--- src/rtl/game_fill_ctrl.sv ---
// game_fill_ctrl: sequences rectangle fills and single-pixel writes onto one game RAM write port; optional clipping via GAME_FILL_CLIP_EN
module game_fill_ctrl #(
  parameter int RAM_W = 160,
  parameter int RAM_H = 144,
  parameter int COORD_W = 10,
  parameter logic [COORD_W-1:0] PARK_ROW = 10'h3FF
) (
  input  logic               wb_clk_i,
  input  logic               wb_rst_i,
  input  logic               cmd_valid,
  output logic               cmd_ready,
  input  logic [COORD_W-1:0] cmd_row,
  input  logic [COORD_W-1:0] cmd_col,
  input  logic [COORD_W-1:0] cmd_w,
  input  logic [COORD_W-1:0] cmd_h,
  input  logic [11:0]        cmd_rgb,
  input  logic               pix_valid,
  output logic               pix_ready,
  input  logic [COORD_W-1:0] pix_row,
  input  logic [COORD_W-1:0] pix_col,
  input  logic [11:0]        pix_rgb,
  output logic               busy,
  output logic               done,
  output logic [COORD_W-1:0] cpu_row_position,
  output logic [COORD_W-1:0] cpu_col_position,
  output logic [11:0]        cpu_rgb_value
);
  typedef enum logic [1:0] {IDLE, FILL, DONE} state_t;
  if (RAM_H > PARK_ROW || RAM_W >= 2**COORD_W) begin : g_bad_cfg
    $error("game_fill_ctrl: PARK_ROW must lie outside the RAM and RAM_W must fit in COORD_W");
  end
  state_t state;
  logic rdy;
  logic [COORD_W-1:0] base_row, base_col, w_q, h_q, c_off, r_off, eff_w, eff_h, nc, nr;
  logic [11:0] fill_rgb;
  logic last_c, last_r, pix_ok;
  assign cmd_ready = rdy;
  // fill wins the port: a pixel is only offered while no fill is requested
  assign pix_ready = rdy & ~cmd_valid;
`ifdef GAME_FILL_CLIP_EN
  localparam logic [COORD_W:0] RW = (COORD_W+1)'(RAM_W);
  localparam logic [COORD_W:0] RH = (COORD_W+1)'(RAM_H);
  logic [COORD_W:0] rem_c, rem_r;
  always_comb begin
    rem_c = ({1'b0, cmd_col} >= RW) ? '0 : RW - {1'b0, cmd_col};
    rem_r = ({1'b0, cmd_row} >= RH) ? '0 : RH - {1'b0, cmd_row};
    eff_w = ({1'b0, cmd_w} < rem_c) ? cmd_w : rem_c[COORD_W-1:0];
    eff_h = ({1'b0, cmd_h} < rem_r) ? cmd_h : rem_r[COORD_W-1:0];
    pix_ok = ({1'b0, pix_col} < RW) && ({1'b0, pix_row} < RH);
  end
`else
  always_comb begin
    eff_w = cmd_w;
    eff_h = cmd_h;
    pix_ok = 1'b1;
  end
`endif
  // end tests carry one extra bit so offset+1 never wraps against the size
  always_comb begin
    last_c = ({1'b0, c_off} + 1'b1) == {1'b0, w_q};
    last_r = ({1'b0, r_off} + 1'b1) == {1'b0, h_q};
    nc = last_c ? '0 : c_off + 1'b1;
    nr = last_c ? r_off + 1'b1 : r_off;
  end
  always_ff @(posedge wb_clk_i) begin
    if (wb_rst_i) begin
      state <= IDLE;
      rdy <= 1'b0;
      busy <= 1'b0;
      done <= 1'b0;
      cpu_row_position <= PARK_ROW;
      cpu_col_position <= '0;
      cpu_rgb_value <= '0;
      base_row <= '0;
      base_col <= '0;
      w_q <= '0;
      h_q <= '0;
      c_off <= '0;
      r_off <= '0;
      fill_rgb <= '0;
    end else begin
      case (state)
        IDLE: begin
          done <= 1'b0;
          rdy <= 1'b1;
          cpu_row_position <= PARK_ROW;
          if (cmd_valid && rdy) begin
            base_row <= cmd_row;
            base_col <= cmd_col;
            w_q <= eff_w;
            h_q <= eff_h;
            fill_rgb <= cmd_rgb;
            c_off <= '0;
            r_off <= '0;
            rdy <= 1'b0;
            if (eff_w == '0 || eff_h == '0) begin
              state <= DONE;
              done <= 1'b1;
            end else begin
              state <= FILL;
              busy <= 1'b1;
              cpu_row_position <= cmd_row;
              cpu_col_position <= cmd_col;
              cpu_rgb_value <= cmd_rgb;
            end
          end else if (pix_valid && pix_ready) begin
            cpu_row_position <= pix_ok ? pix_row : PARK_ROW;
            cpu_col_position <= pix_col;
            cpu_rgb_value <= pix_rgb;
          end
        end
        FILL: begin
          if (last_c && last_r) begin
            state <= DONE;
            busy <= 1'b0;
            done <= 1'b1;
            cpu_row_position <= PARK_ROW;
          end else begin
            c_off <= nc;
            r_off <= nr;
            cpu_row_position <= base_row + nr;
            cpu_col_position <= base_col + nc;
            cpu_rgb_value <= fill_rgb;
          end
        end
        DONE: begin
          state <= IDLE;
          done <= 1'b0;
          rdy <= 1'b1;
          cpu_row_position <= PARK_ROW;
        end
        default: state <= IDLE;
      endcase
    end
  end
endmodule

--- config.mk ---
export PLATFORM = sky130hd
export DESIGN_NAME = game_fill_ctrl
export DESIGN_NICKNAME = d
export VERILOG_FILES = /design/src/rtl/game_fill_ctrl.sv
export SDC_FILE = /design/constraint.sdc
export NUM_CORES = 1
export LEC_CHECK = 0
export BUFFER_PORTS_ARGS = -buffer_cell sky130_fd_sc_hd__buf_2
export CAP_MARGIN = 5
export CORE_MARGIN = 2
export CORE_UTILIZATION = 46
export CTS_BUF_LIST = sky130_fd_sc_hd__clkbuf_16
export DETAILED_ROUTE_END_ITERATION = 16
export HOLD_SLACK_MARGIN = 0.06
export PLACE_DENSITY = 0.78
export SYNTH_ARGS = -nofsm -noshare
export SYNTH_HDL_FRONTEND = slang
export SYNTH_SLANG_ARGS = --single-unit
--- constraint.sdc ---
create_clock -name wb_clk_i -period 6 [get_ports wb_clk_i]
set_input_delay 1.2 -clock wb_clk_i [delete_from_list [all_inputs] [get_ports wb_clk_i]]
set_output_delay 1.2 -clock wb_clk_i [all_outputs]
set_load 0.02 [all_outputs]
---- Word level (Yosys, flattened, before mapping) ----
Index checks and enable logic that the tools add are counted.
word-level totals
  flip-flop bits (word level) ............. 109
  output and inout port bits .............. 36
operators by class
  add/subtract/negate cells ............... 6
  equal/unequal tests ..................... 10
  mux-type cells .......................... 36
  bitwise logic cells ..................... 2
  reductions and logical operators ........ 16
operators with widths
  cell                     count
  $mux W10                 13
  $pmux W10 S2             3
  $mux W12                 4
  $pmux W10 S3             1
  $pmux W12 S2             1
  $add A10 B1 Y11 const B  2
  $eq A11 B10 Y1           2
  $add A10 B1 Y10 const B  2
  $add A10 B10 Y10         2
  $logic_not A10 Y1        2
  $ne A2 B2 Y1 const B     4
  $reduce_and A4 Y1        2
  $mux W1                  7
  $mux W2                  3
  $ne A3 B3 Y1 const B     2
  $reduce_and A2 Y1        3
  $pmux W1 S2              2
  $pmux W2 S2              1
  $reduce_bool A2 Y1       2
  $logic_and A1 B1 Y1      3
  $pmux W1 S3              1
  $reduce_and A3 Y1        1
  $reduce_bool A3 Y1       1
  $eq A2 B1 Y1 const B     1
  other kinds (5)          5

---- Depth between registers and ports, before layout ----
Gate-level depths: netlist of run 1.
  depth in word-level cells ............... 6
  depth in mapped cells ................... 21

---- Worst setup path after synthesis of run 1 ----
Ideal clock, no wire load.
  kind .................................... register to register
  from .................................... register c_off[0]
  to ...................................... register cpu_col_position[8]
  data arrival time ....................... 4.235 ns
  setup slack ............................. 1.639 ns
  stages on the path, launching flop included .. 22
  path buffers ............................ 4
  cells stage by stage .................... dfxtp_1 > ha_1 > buf_2 > nand3_1 > xnor3_1 > o211a_1 > o2111ai_1 > nor4_2 > buf_4 > buf_4 > buf_2 > nor2_1 > ha_1 > fa_1 > a21o_1 > a21oi_1 > o21bai_1 > a2111oi_0 > nor2_1 > xor2_1 > o2111ai_1 > o21ai_0
between the ends
  cells in the longest elaborated chain, start to end .. 6
  elaborated cells on any way between the ends .. 10
ends and longest elaborated chain
  element                 RTL line  text
  start, declared         34        logic [COORD_W-1:0] base_row, base_col, w_q, h_q, c_off, r_off, eff_w, eff_h, nc, nr;
  start signal, assigned  119       c_off <= nc;
  $add A10 B1 Y11         60        last_c = ({1'b0, c_off} + 1'b1) == {1'b0, w_q};
  $eq A11 B10 Y1          60
  $mux W10                62        nc = last_c ? '0 : c_off + 1'b1;
  $add A10 B10 Y10        122       cpu_col_position <= base_col + nc;
  $mux W10                113       if (last_c && last_r) begin
  $pmux W10 S2            82        case (state)
  end signal, assigned    103       cpu_col_position <= cmd_col;
  end signal, assigned    108       cpu_col_position <= pix_col;
  end signal, assigned    122
  end, declared           25        output logic [COORD_W-1:0] cpu_col_position,
Parallel ways exist; a longest one is shown, timed or not. The select of a mux whose other input is x is not followed.
A chain may end at the register's enable or synchronous reset.

---- Worst setup path after layout of run 1 ----
  from .................................... register c_off[0]
  to ...................................... register cpu_row_position[9]
between the ends
  cells in the longest elaborated chain, start to end .. 6
  elaborated cells on any way between the ends .. 7
ends and longest elaborated chain
  element               RTL line  text
  $add A10 B1 Y11 (*)   60
  $eq A11 B10 Y1 (*)    60
  $mux W10              63        nr = last_c ? r_off + 1'b1 : r_off;
  $add A10 B10 Y10      121       cpu_row_position <= base_row + nr;
  $mux W10 (*)          113
  $pmux W10 S3 (*)      82
  end signal, assigned  102       cpu_row_position <= cmd_row;
  end signal, assigned  107       cpu_row_position <= pix_ok ? pix_row : PARK_ROW;
  end signal, assigned  121
  end, declared         24        output logic [COORD_W-1:0] cpu_row_position,
Every way passes the cells marked *; elsewhere a longest branch is shown, timed or not.

==> results_dict.tcl, run 1 <==
set metrics [dict create \
    postSynthCellCount 872 \
    post_synthesis_cell_area_mm2 0.00681 \
    worst-endpoint-required_ns 6.25 \
    n_antenna_cell 0 \
    cts_setup_buffers 0 \
    synth.ff_latch_count 109 \
    async_set_or_reset_register_ratio_after_synthesis 0 \
    hp-class "reg -> reg" \
    area_growth_pct 13.2 \
    cts_buffers 9 \
    vias 6557 \
    synth_top_area_share 0.321 \
    fill_cells 1389 \
    ys_warn_count 0 \
    rsz0062_at_grt "no" \
    i_o_buffers 123 \
    crit_path_max_fanout 20 \
    row_count 44 \
    powerDensity_mw_per_mm2 322 \
    viasPerCell 5.78 \
    globalRouteTotalUtil 0.229 \
    final_max_slew_viol_count 0 \
    final_layout_size_suffix_gt1_frac 0.175 \
    routabilityCongestion 0.907 \
    antenna_found_initial 0 \
    pre_cts_ws_ns 1.37 \
    number_of_global_route_vias_before_repair 6240 \
    netSwitchingFraction 0.391 \
    synth.lib_cells_used.distinct 76 \
    cp_slowest_cell "sky130_fd_sc_hd__nor4_4" \
    syn_nets 987 \
    dominant_synthesized_flop_cell "sky130_fd_sc_hd__dfxtp_1" \
    run_status "complete, no violations" \
    wire_per_inst_um 15.8 \
    time_the_worst_path_needs_with_i_o_delays_and_setup_ns 4.69 \
    comb_power_share 0.384 \
    tritoncts_num_sinks 109 \
    start_kind "flop" \
    synth_edf_count 0 \
    drt-total-wl_um 18000 \
    critical_path_class "reg -> reg" \
    worst_slew_margin_rel 0.275 \
    nets 1061 \
    clock_latency_ns 0.36 \
    synthesis.area_per_instance_um2 7.81 \
    ys_seq_area_frac 0.321 \
    wire_length_of_the_first_global_routing_pass_um 30200 \
    final_core_utilization 0.532 \
    drt_pass_1_iters 5 \
    cellInternalPower_uw 1510 \
    worstPathArrival_ns 4.95 \
    drc 0 \
    die_extent_in_x_um 126 \
    least_setup_slack_across_all_paths_after_layout_ns 1.31 \
    report.power.total_uw 2480 \
    p_clk_frac 0.236 \
    clock-skew-final_ns 0.0127 \
    ir_worst_vdd_mv 0.265 \
    endpoint_kind "flop" \
    tritoncts_clock_tree "built" \
    netlist_top_cells_area "sky130_fd_sc_hd__dfxtp_1, sky130_fd_sc_hd__nand2_1, sky130_fd_sc_hd__a21oi_1, sky130_fd_sc_hd__mux2i_1, sky130_fd_sc_hd__ha_1" \
    die_area_mm2 0.0158 \
    layout_common_cells "sky130_fd_sc_hd__nand2_1, sky130_fd_sc_hd__buf_2, sky130_fd_sc_hd__dfxtp_1, sky130_fd_sc_hd__a21oi_1, sky130_fd_sc_hd__nor2_1" \
    globalRouteOverflowTotal 0 \
    finalCritPeriodShare 0.782 \
    worstMarginPinSlew_ns 1.09 \
    cts.repair.resized 0 \
    setup_viol 0 \
    post_route_setup_tns_ns 0 \
    synth_area_leader_cell "sky130_fd_sc_hd__dfxtp_1" \
    cts.htree.levels 3 \
    power_frac_seq 0.380 \
    hold-worst-slack_ns 0.459 \
    critical_path.max_stage_delay_ns 0.61 \
    maxCapViolations 0 \
    hold_buffer_count_at_cts 0 \
    floorplan.initialDensity 0.470 \
    path_cells "ha_1, xnor2_1, xor2_1, o311a_1, o2111ai_1, nor4_4, buf_4, nand2_1, xnor2_1, ha_1, a21oi_1, o211ai_1, a31o_2, a21oi_1, nor2b_1, or4b_1, a31o_2" \
    leakage_uw 0.00318 \
    detail-route-antenna-nets 0 \
    power.switching_uw 970 \
    clock.fmax_mhz 213 \
    grt_max_degree 77 \
    placeableCoreArea_mm2 0.0145 \
    detail_route.iter0.violations 547 \
    ctsLongestPathBuffers 2 \
    mostFrequentLayoutCell "sky130_fd_sc_hd__nand2_1" \
    worst_setup_hold_path_clk_slew_ns 0.08 \
    chipHeight_um 126 \
    clock_tree.root_cell "sky130_fd_sc_hd__clkbuf_16" \
    design.portCount 124 \
    multiInputGateArea_mm2 0.00426 \
    largest_registers "cpu_rgb_value: 12 flops, fill_rgb: 12 flops" \
    regArea_mm2 0.00218 \
    place_hpwl_um 12700 \
    finalHoldViolCount 0 \
]
-- power groups by stage --
| stage | logic, µW | registers (µW) | clock network [µW] |
|---|---|---|---|
| after detailed placement | 947 | 958 | 0 |
| after global placement | 933 | 954 | 0 |
| after global routing | 1050 | 960 | 634 |
| after floorplan | 626 | 1010 | 0 |
| after CTS | 951 | 941 | 600 |
| final | 953 | 943 | 586 |
-- worst paths after layout --
check                            from                          endpoint  slack (ns)  cells past startpoint
max             c_off[0]$_SDFFE_PP0P_  cpu_row_position[9]$_SDFFE_PP1P_        1.31                     17
min          fill_rgb[6]$_SDFFE_PP0P_          fill_rgb[6]$_SDFFE_PP0P_        0.46                      2
max reg2reg     c_off[0]$_SDFFE_PP0P_  cpu_row_position[9]$_SDFFE_PP1P_        1.31                     17
min reg2reg  fill_rgb[6]$_SDFFE_PP0P_          fill_rgb[6]$_SDFFE_PP0P_        0.46                      2
-- cells by family after synthesis --
logic type               synth area share
adder cells (fa/ha/maj)            0.0518
multiplexers                       0.0605
flip-flops                          0.321
AND/OR/NAND/NOR                     0.218
XOR/XNOR                           0.0645
AO/OA/AOI/OAI                       0.227
buffers and inverters              0.0575
-- area by class of cell --
cell class	count	area share
clock inverters	7	0.00860
clock buffers	9	0.0292
inverters	19	0.00925
flip-flops and latches	109	0.283
multi-input cells	677	0.553
repair buffers	130	0.0870
well taps	184	0.0299
-- per-layer routing --
layer,routed length (µm),GRT usage
met3,1360,0.0569
met5,0,0
met1,7970,0.307
met2,8420,0.374
met4,242,0.0556
-- synth_stat cells (17+ instances only) --
cell / instances
sky130_fd_sc_hd__a21oi_1: 102
sky130_fd_sc_hd__and3_1: 18
sky130_fd_sc_hd__clkbuf_1: 42
sky130_fd_sc_hd__dfxtp_1: 109
sky130_fd_sc_hd__ha_1: 25
sky130_fd_sc_hd__inv_1: 17
sky130_fd_sc_hd__mux2i_1: 40
sky130_fd_sc_hd__nand2_1: 159
sky130_fd_sc_hd__nand3_1: 22
sky130_fd_sc_hd__nor2_1: 52
sky130_fd_sc_hd__o21ai_0: 42
sky130_fd_sc_hd__xnor2_1: 30
-- stage by stage --
stage               instance area (µm²)  cells
floorplan                          6810    872
global placement                   7420   1119
detailed placement                 7420   1119
CTS                                7710   1135
global route                       7710   1135
finish                             7710   1135
-- critical path, delay by kind of cell, from the launching register on --
kind                       cells  cell delay, ns
AOI/OAI and AO/OA              7            1.23
xor gates and xnor gates       3            0.58
adders and majority gates      2            0.70
buffers and inverters          1            0.35
DFF                            1            0.46
and+or+nand+nor                4            1.26
Power figures use the tool's default switching activity.
==> inputs of run 2 (changes only) <==
--- a/config.mk
+++ b/config.mk
@@ -12,7 +12,7 @@
 export CTS_BUF_LIST = sky130_fd_sc_hd__clkbuf_16
 export DETAILED_ROUTE_END_ITERATION = 16
 export HOLD_SLACK_MARGIN = 0.06
-export PLACE_DENSITY = 0.78
+export PLACE_DENSITY = 0.81
 export SYNTH_ARGS = -nofsm -noshare
 export SYNTH_HDL_FRONTEND = slang
 export SYNTH_SLANG_ARGS = --single-unit
==> constraint.sdc (replaced) <==
create_clock -name wb_clk_i -period 3.8 [get_ports wb_clk_i]
set_input_delay 0.76 -clock wb_clk_i [delete_from_list [all_inputs] [get_ports wb_clk_i]]
set_output_delay 0.76 -clock wb_clk_i [all_outputs]
set_load 0.02 [all_outputs]
==> run 2 against run 1 <==
Against the previous run: the run now ends with negative setup slack left; utilization is 5.1 points higher; flip-flop and latch count did not move; sequential power increased by 57%; largest power group unchanged; cell area is 9.6% higher; via count is 7.0% higher; final cell count rose by 5.8%; clock skew is 0.0027 ns lower; critical path type unchanged.
==> results_dict.tcl, run 2 (synthesis results as in run 1) <==
set metrics [dict create \
    leakage_uw 0.00357 \
    worst_slew_margin_rel 0.488 \
    time_the_worst_path_needs_with_i_o_delays_and_setup_ns 4.03 \
    hold_path_end "fill_rgb[9]$_SDFFE_PP0P_" \
    crit_path_max_fanout 4 \
    mostFrequentLayoutCell "sky130_fd_sc_hd__nand2_1" \
    row_count 44 \
    r2r_cells 17 \
    grt_max_degree 68 \
    detail_route.iter0.violations 512 \
    die_extent_in_x_um 126 \
    drt_pass_1_iters 5 \
    design.portCount 124 \
    least_setup_slack_across_all_paths_after_layout_ns -0.226 \
    area_growth_pct 24.2 \
    hp-class "reg -> reg" \
    worstMarginPinSlew_ns 0.768 \
    maxCapViolations 0 \
    globalRouteOverflowTotal 0 \
    report.power.total_uw 4030 \
    cts.htree.levels 3 \
    drc 0 \
    run_status "finished with violations" \
    viasPerCell 5.84 \
    final_layout_size_suffix_gt1_frac 0.269 \
    chipHeight_um 126 \
    powerDensity_mw_per_mm2 477 \
    number_of_global_route_vias_before_repair 6769 \
    placeableCoreArea_mm2 0.0145 \
    worst-endpoint-required_ns 4.06 \
    min-delay-start "fill_rgb[9]$_SDFFE_PP0P_" \
    timing.rr.end "cpu_row_position[9]$_SDFFE_PP1P_" \
    failed_checks "negative setup slack" \
    floorplan.initialDensity 0.470 \
    place_hpwl_um 14100 \
    detail-route-antenna-nets 0 \
    wire_per_inst_um 16.7 \
    tritoncts_num_sinks 109 \
    die_area_mm2 0.0158 \
    pre_cts_ws_ns -0.137 \
    ir_worst_vdd_mv 0.397 \
    worst_r2r_startpoint "c_off[0]$_SDFFE_PP0P_" \
    clock.fmax_mhz 248 \
    final_max_slew_viol_count 0 \
    layout_common_cells "sky130_fd_sc_hd__nand2_1, sky130_fd_sc_hd__buf_2, sky130_fd_sc_hd__dfxtp_1, sky130_fd_sc_hd__a21oi_1, sky130_fd_sc_hd__buf_4" \
    nets 1129 \
    clock-skew-final_ns 0.0100 \
    cts_buffers 9 \
    tritoncts_clock_tree "built" \
    post_route_setup_tns_ns -0.586 \
    clock_latency_ns 0.36 \
    ctsLongestPathBuffers 2 \
    finalCritPeriodShare 1.06 \
    globalRouteTotalUtil 0.250 \
    worstPathArrival_ns 4.28 \
    finalHoldViolCount 0 \
    ff2ff_setup_slack_ns -0.23 \
    endpoint_kind "flop" \
    n_antenna_cell 0 \
    final_core_utilization 0.584 \
    start_kind "flop" \
    clock_tree.root_cell "sky130_fd_sc_hd__clkbuf_16" \
    largest_registers "cpu_rgb_value: 12 flops, fill_rgb: 12 flops" \
    hold_buffer_count_at_cts 0 \
    drt-total-wl_um 20000 \
    vias 7016 \
    critical_path_class "reg -> reg" \
    wire_length_of_the_first_global_routing_pass_um 32900 \
    antenna_found_initial 0 \
    rsz0062_at_grt "yes" \
    worst_hold_path.num_cells 2 \
    i_o_buffers 123 \
    routabilityCongestion 0.976 \
    setup_viol 5 \
    worst_setup_hold_path_clk_slew_ns 0.08 \
]
==> run 2: layout make-up <==
type / count / area (µm²)
Fill cell: 1298 / 6030
Multi-Input combinational cell: 677 / 4490
Sequential cell: 109 / 2200
Timing Repair Buffer: 198 / 1190
Clock buffer: 10 / 250
Tap cell: 184 / 230
Inverter: 19 / 71.3
Clock inverter: 4 / 30.0
==> run 2: how the worst max path moves through the flow <==
stage                           from                               end  slack (ns)  cells after the start
6_report       c_off[0]$_SDFFE_PP0P_  cpu_row_position[9]$_SDFFE_PP1P_       -0.23                     17
5_1_grt        c_off[6]$_SDFFE_PP0P_  cpu_row_position[9]$_SDFFE_PP1P_       -0.44                     17
4_1_cts        c_off[0]$_SDFFE_PP0P_  cpu_row_position[9]$_SDFFE_PP1P_       -0.11                     17
3_3_place_gp   c_off[6]$_SDFFE_PP0P_  cpu_row_position[9]$_SDFFE_PP1P_       -0.04                     17
2_1_floorplan  c_off[6]$_SDFFE_PP0P_  cpu_col_position[8]$_SDFFE_PP0P_       -0.24                     20
3_5_place_dp   c_off[1]$_SDFFE_PP0P_  cpu_row_position[9]$_SDFFE_PP1P_       -0.14                     18
==> run 2: per-stage QoR <==
step / std cells / instance area, µm² / hold slack [ns]
after floorplan: 872 / 6900 / 0.437
after global placement: 1180 / 7950 / 0.442
after detailed placement: 1180 / 7950 / 0.447
after CTS: 1197 / 8300 / 0.457
after global routing: 1201 / 8450 / 0.481
final: 1201 / 8450 / 0.458
==> run 2: critical path, cell delays in order (launching register included) <==
cell,delay (ns)
sky130_fd_sc_hd__dfxtp_4,0.36
sky130_fd_sc_hd__ha_4,0.24
sky130_fd_sc_hd__xor2_1,0.14
sky130_fd_sc_hd__a311oi_1,0.20
sky130_fd_sc_hd__o311a_1,0.22
sky130_fd_sc_hd__o2111ai_2,0.12
sky130_fd_sc_hd__or4_4,0.61
sky130_fd_sc_hd__xnor2_2,0.18
sky130_fd_sc_hd__ha_2,0.22
sky130_fd_sc_hd__buf_4,0.11
sky130_fd_sc_hd__a21o_1,0.13
sky130_fd_sc_hd__a21oi_2,0.08
sky130_fd_sc_hd__o211ai_1,0.27
sky130_fd_sc_hd__a31o_2,0.19
sky130_fd_sc_hd__a21oi_1,0.08
sky130_fd_sc_hd__nor2b_1,0.10
sky130_fd_sc_hd__or4b_4,0.45
sky130_fd_sc_hd__a31o_2,0.23
==> run 2: per-layer routing <==
| metal | GRT usage | routed length (µm) | up-vias | share of wire |
|---|---|---|---|---|
| met1 | 0.326 | 8500 | 3307 | 0.42 |
| met4 | 0.0869 | 481 | 0 | 0.024 |
| met3 | 0.0523 | 1500 | 43 | 0.075 |
| li1 | - | - | 3382 | - |
| met5 | 0 | 0 | - | 0 |
| met2 | 0.413 | 9560 | 284 | 0.48 |
==> run 2: repair_timing <==
item,in CTS,in global routing
resized for setup,13,26
pin swaps,10,26
setup buffers,3,6
endpoints found under the setup margin,7,11
cloned,0,0
==> run 2: where the power goes <==
part | internal [µW] | switching, µW | leakage (µW)
registers | 1340 | 142 | 0.000892
logic | 649 | 967 | 0.00254
clock network | 482 | 448 | 0.000138
total | 2470 | 1560 | 0.00357
==> inputs of run 3 (changes only) <==
--- a/config.mk
+++ b/config.mk
@@ -12,7 +12,7 @@
 export CTS_BUF_LIST = sky130_fd_sc_hd__clkbuf_16
 export DETAILED_ROUTE_END_ITERATION = 16
 export HOLD_SLACK_MARGIN = 0.06
-export PLACE_DENSITY = 0.81
+export PLACE_DENSITY = 0.78
 export SYNTH_ARGS = -nofsm -noshare
 export SYNTH_HDL_FRONTEND = slang
 export SYNTH_SLANG_ARGS = --single-unit
==> constraint.sdc (replaced) <==
create_clock -name wb_clk_i -period 3.75 [get_ports wb_clk_i]
set_input_delay 0.75 -clock wb_clk_i [delete_from_list [all_inputs] [get_ports wb_clk_i]]
set_output_delay 0.75 -clock wb_clk_i [all_outputs]
set_load 0.02 [all_outputs]
==> run 3 against run 2 <==
Against the previous run: the flow still finishes with violations (negative setup slack); flip-flop and latch count did not move; utilization barely moved; first-iteration DRC count fell by 5.7%; clock power rose by 9.6%; worst hold slack got worse by 0.0025 ns; final cell count fell by 0.17%; global-route usage fell by 0.58 points; clock skew fell by 0.00056 ns; critical path type unchanged; critical endpoint unchanged; largest cell class unchanged; highest routed layer unchanged.
==> results_dict.tcl, run 3 (synthesis results as in run 1) <==
set metrics [dict create \
    path_buf_inv 1 \
    final_layout_size_suffix_gt1_frac 0.270 \
    hp-class "reg -> reg" \
    leakage_uw 0.00355 \
    layout_common_cells "sky130_fd_sc_hd__nand2_1, sky130_fd_sc_hd__buf_2, sky130_fd_sc_hd__dfxtp_1, sky130_fd_sc_hd__a21oi_1, sky130_fd_sc_hd__buf_4" \
    netSwitchingFraction 0.387 \
    critical_path_class "reg -> reg" \
    clock-skew-final_ns 0.00944 \
    wire_length_of_the_first_global_routing_pass_um 32000 \
    routedLengthMet1_um 8710 \
    die_area_mm2 0.0158 \
    start_kind "flop" \
    cellInternalPower_uw 2570 \
    wl_met2_um 9520 \
    i_o_buffers 123 \
    least_setup_slack_across_all_paths_after_layout_ns -0.145 \
    power.switching_uw 1620 \
    crit_start "c_off[0]$_SDFFE_PP0P_" \
    cp_slowest_cell "sky130_fd_sc_hd__or4b_1" \
    critical_path.max_stage_delay_ns 0.47 \
    p_clk_frac 0.244 \
    final_max_slew_viol_count 0 \
    power_frac_seq 0.360 \
    chipHeight_um 126 \
    rsz0062_at_grt "yes" \
    worst_slew_margin_rel 0.478 \
    clock_tree.root_cell "sky130_fd_sc_hd__clkbuf_16" \
    floorplan.initialDensity 0.470 \
    worstMarginPinSlew_ns 0.783 \
    largest_registers "cpu_rgb_value: 12 flops, fill_rgb: 12 flops" \
    placeableCoreArea_mm2 0.0145 \
    place_hpwl_um 13800 \
    worst_r2r_startpoint "c_off[0]$_SDFFE_PP0P_" \
    worst_setup_hold_path_clk_slew_ns 0.08 \
    post_route_setup_tns_ns -0.524 \
    setup_viol 5 \
    nets 1125 \
    hold-worst-slack_ns 0.455 \
    dp.cells 1172 \
    mostFrequentLayoutCell "sky130_fd_sc_hd__nand2_1" \
    time_the_worst_path_needs_with_i_o_delays_and_setup_ns 3.89 \
    final_core_utilization 0.584 \
    worst-endpoint-required_ns 4.01 \
    dpl_cell_area_mm2 0.00790 \
    path_delay_family "simple AND/OR/NAND/NOR gates" \
    die_extent_in_x_um 126 \
    row_count 44 \
    ctsLongestPathBuffers 2 \
    endpoint_kind "flop" \
    failed_checks "negative setup slack" \
    globalRouteTotalUtil 0.244 \
    run_status "finished with violations" \
    antenna_found_initial 0 \
    wire_per_inst_um 16.6 \
    drt_pass_1_iters 5 \
    clock_latency_ns 0.36 \
    finalHoldViolCount 0 \
    drt-total-wl_um 19900 \
    design.portCount 124 \
    comb_power_share 0.395 \
    grt_max_degree 74 \
    clock.fmax_mhz 257 \
    worstPathArrival_ns 4.15 \
    tritoncts_num_sinks 109 \
    ir_worst_vdd_mv 0.442 \
    maxCapViolations 0 \
    crit_path_max_fanout 8 \
    tritoncts_clock_tree "built" \
    globalRouteOverflowTotal 0 \
    n_antenna_cell 0 \
    drc 0 \
    detail_route.iter0.violations 483 \
    powerDensity_mw_per_mm2 496 \
    layout.cells.non_filler 1199 \
    design_area_mm2 0.00846 \
    routabilityCongestion 0.960 \
    cts.htree.levels 3 \
    number_of_global_route_vias_before_repair 6482 \
    path_cells "nand4_1, nor2_2, or4b_1, a32o_2, nor4_4, buf_12, nand2_1, xnor2_2, ha_1, nand2_1, o211ai_1, a31o_2, a21oi_1, nor2b_1, or4b_1, a31o_2" \
    met3_wirelength_um 1300 \
    area_growth_pct 24.2 \
    min-delay-start "fill_rgb[10]$_SDFFE_PP0P_" \
    detail-route-antenna-nets 0 \
    vias 6965 \
    viasPerCell 5.81 \
    cts_buffers 9 \
    hold_buffer_count_at_cts 0 \
    highest_routed_layer "met4" \
    finalCritPeriodShare 1.04 \
]
run 3: cell count changes in the layout (fill, tap and decap cells not counted), sizes merged:
cell,delta
bufinv,+1
inv,+2
clkbuf,-1
buf,-4
run 3: stage by stage:
stage,power [µW],setup slack (ns)
final,4190,-0.145
after global routing,4420,-0.298
after CTS,4170,-0.111
after detailed placement,3130,-0.137
after global placement,3090,-0.0853
after floorplan,2640,-0.292
run 3: final timing paths:
kind | end | slack [ns] | cells past startpoint
min reg2reg | fill_rgb[10]$_SDFFE_PP0P_ | 0.46 | 2
max reg2reg | cpu_row_position[9]$_SDFFE_PP1P_ | -0.14 | 16
max | cpu_row_position[9]$_SDFFE_PP1P_ | -0.14 | 16
min | fill_rgb[10]$_SDFFE_PP0P_ | 0.46 | 2
run 3: what timing repair did:
action | in CTS | in global routing
resized for setup | 16 | 27
setup endpoints to repair | 5 | 11
pin swaps | 9 | 10
setup buffers | 9 | 2
run 3: worst register-to-register path, cell delays in order, from the launching register on:
cell and delay, ns:
sky130_fd_sc_hd__dfxtp_4 0.37, sky130_fd_sc_hd__nand4_1 0.14, sky130_fd_sc_hd__nor2_2 0.07, sky130_fd_sc_hd__or4b_1 0.47, sky130_fd_sc_hd__a32o_2 0.31, sky130_fd_sc_hd__nor4_4 0.33, sky130_fd_sc_hd__buf_12 0.18, sky130_fd_sc_hd__nand2_1 0.11
sky130_fd_sc_hd__xnor2_2 0.17, sky130_fd_sc_hd__ha_1 0.32, sky130_fd_sc_hd__nand2_1 0.07, sky130_fd_sc_hd__o211ai_1 0.23, sky130_fd_sc_hd__a31o_2 0.19, sky130_fd_sc_hd__a21oi_1 0.08, sky130_fd_sc_hd__nor2b_1 0.10, sky130_fd_sc_hd__or4b_1 0.43
sky130_fd_sc_hd__a31o_2 0.24
run 3: routing by layer:
| metal | track usage | up-vias |
|---|---|---|
| met5 | 0 | - |
| met4 | 0.0739 | 0 |
| met3 | 0.0433 | 31 |
| met2 | 0.410 | 267 |
| met1 | 0.322 | 3301 |
| li1 | - | 3366 |
run 3: cell type report:
| class | count | area [µm²] |
|---|---|---|
| clock inverters | 7 | 91.3 |
| multi-input cells | 677 | 4470 |
| inverters | 19 | 71.3 |
| repair buffers | 194 | 1180 |
| fillers | 1320 | 6020 |
| clock buffers | 9 | 225 |
| well taps | 184 | 230 |
| flip-flops and latches | 109 | 2190 |
run 3: power by group through the flow:
stage / logic (µW) / registers, µW / clock network (µW)
after detailed placement: 1600 / 1530 / 0
after floorplan: 1020 / 1630 / 0
final: 1660 / 1510 / 1020
after CTS: 1630 / 1510 / 1040
after global placement: 1570 / 1520 / 0
after global routing: 1810 / 1530 / 1080
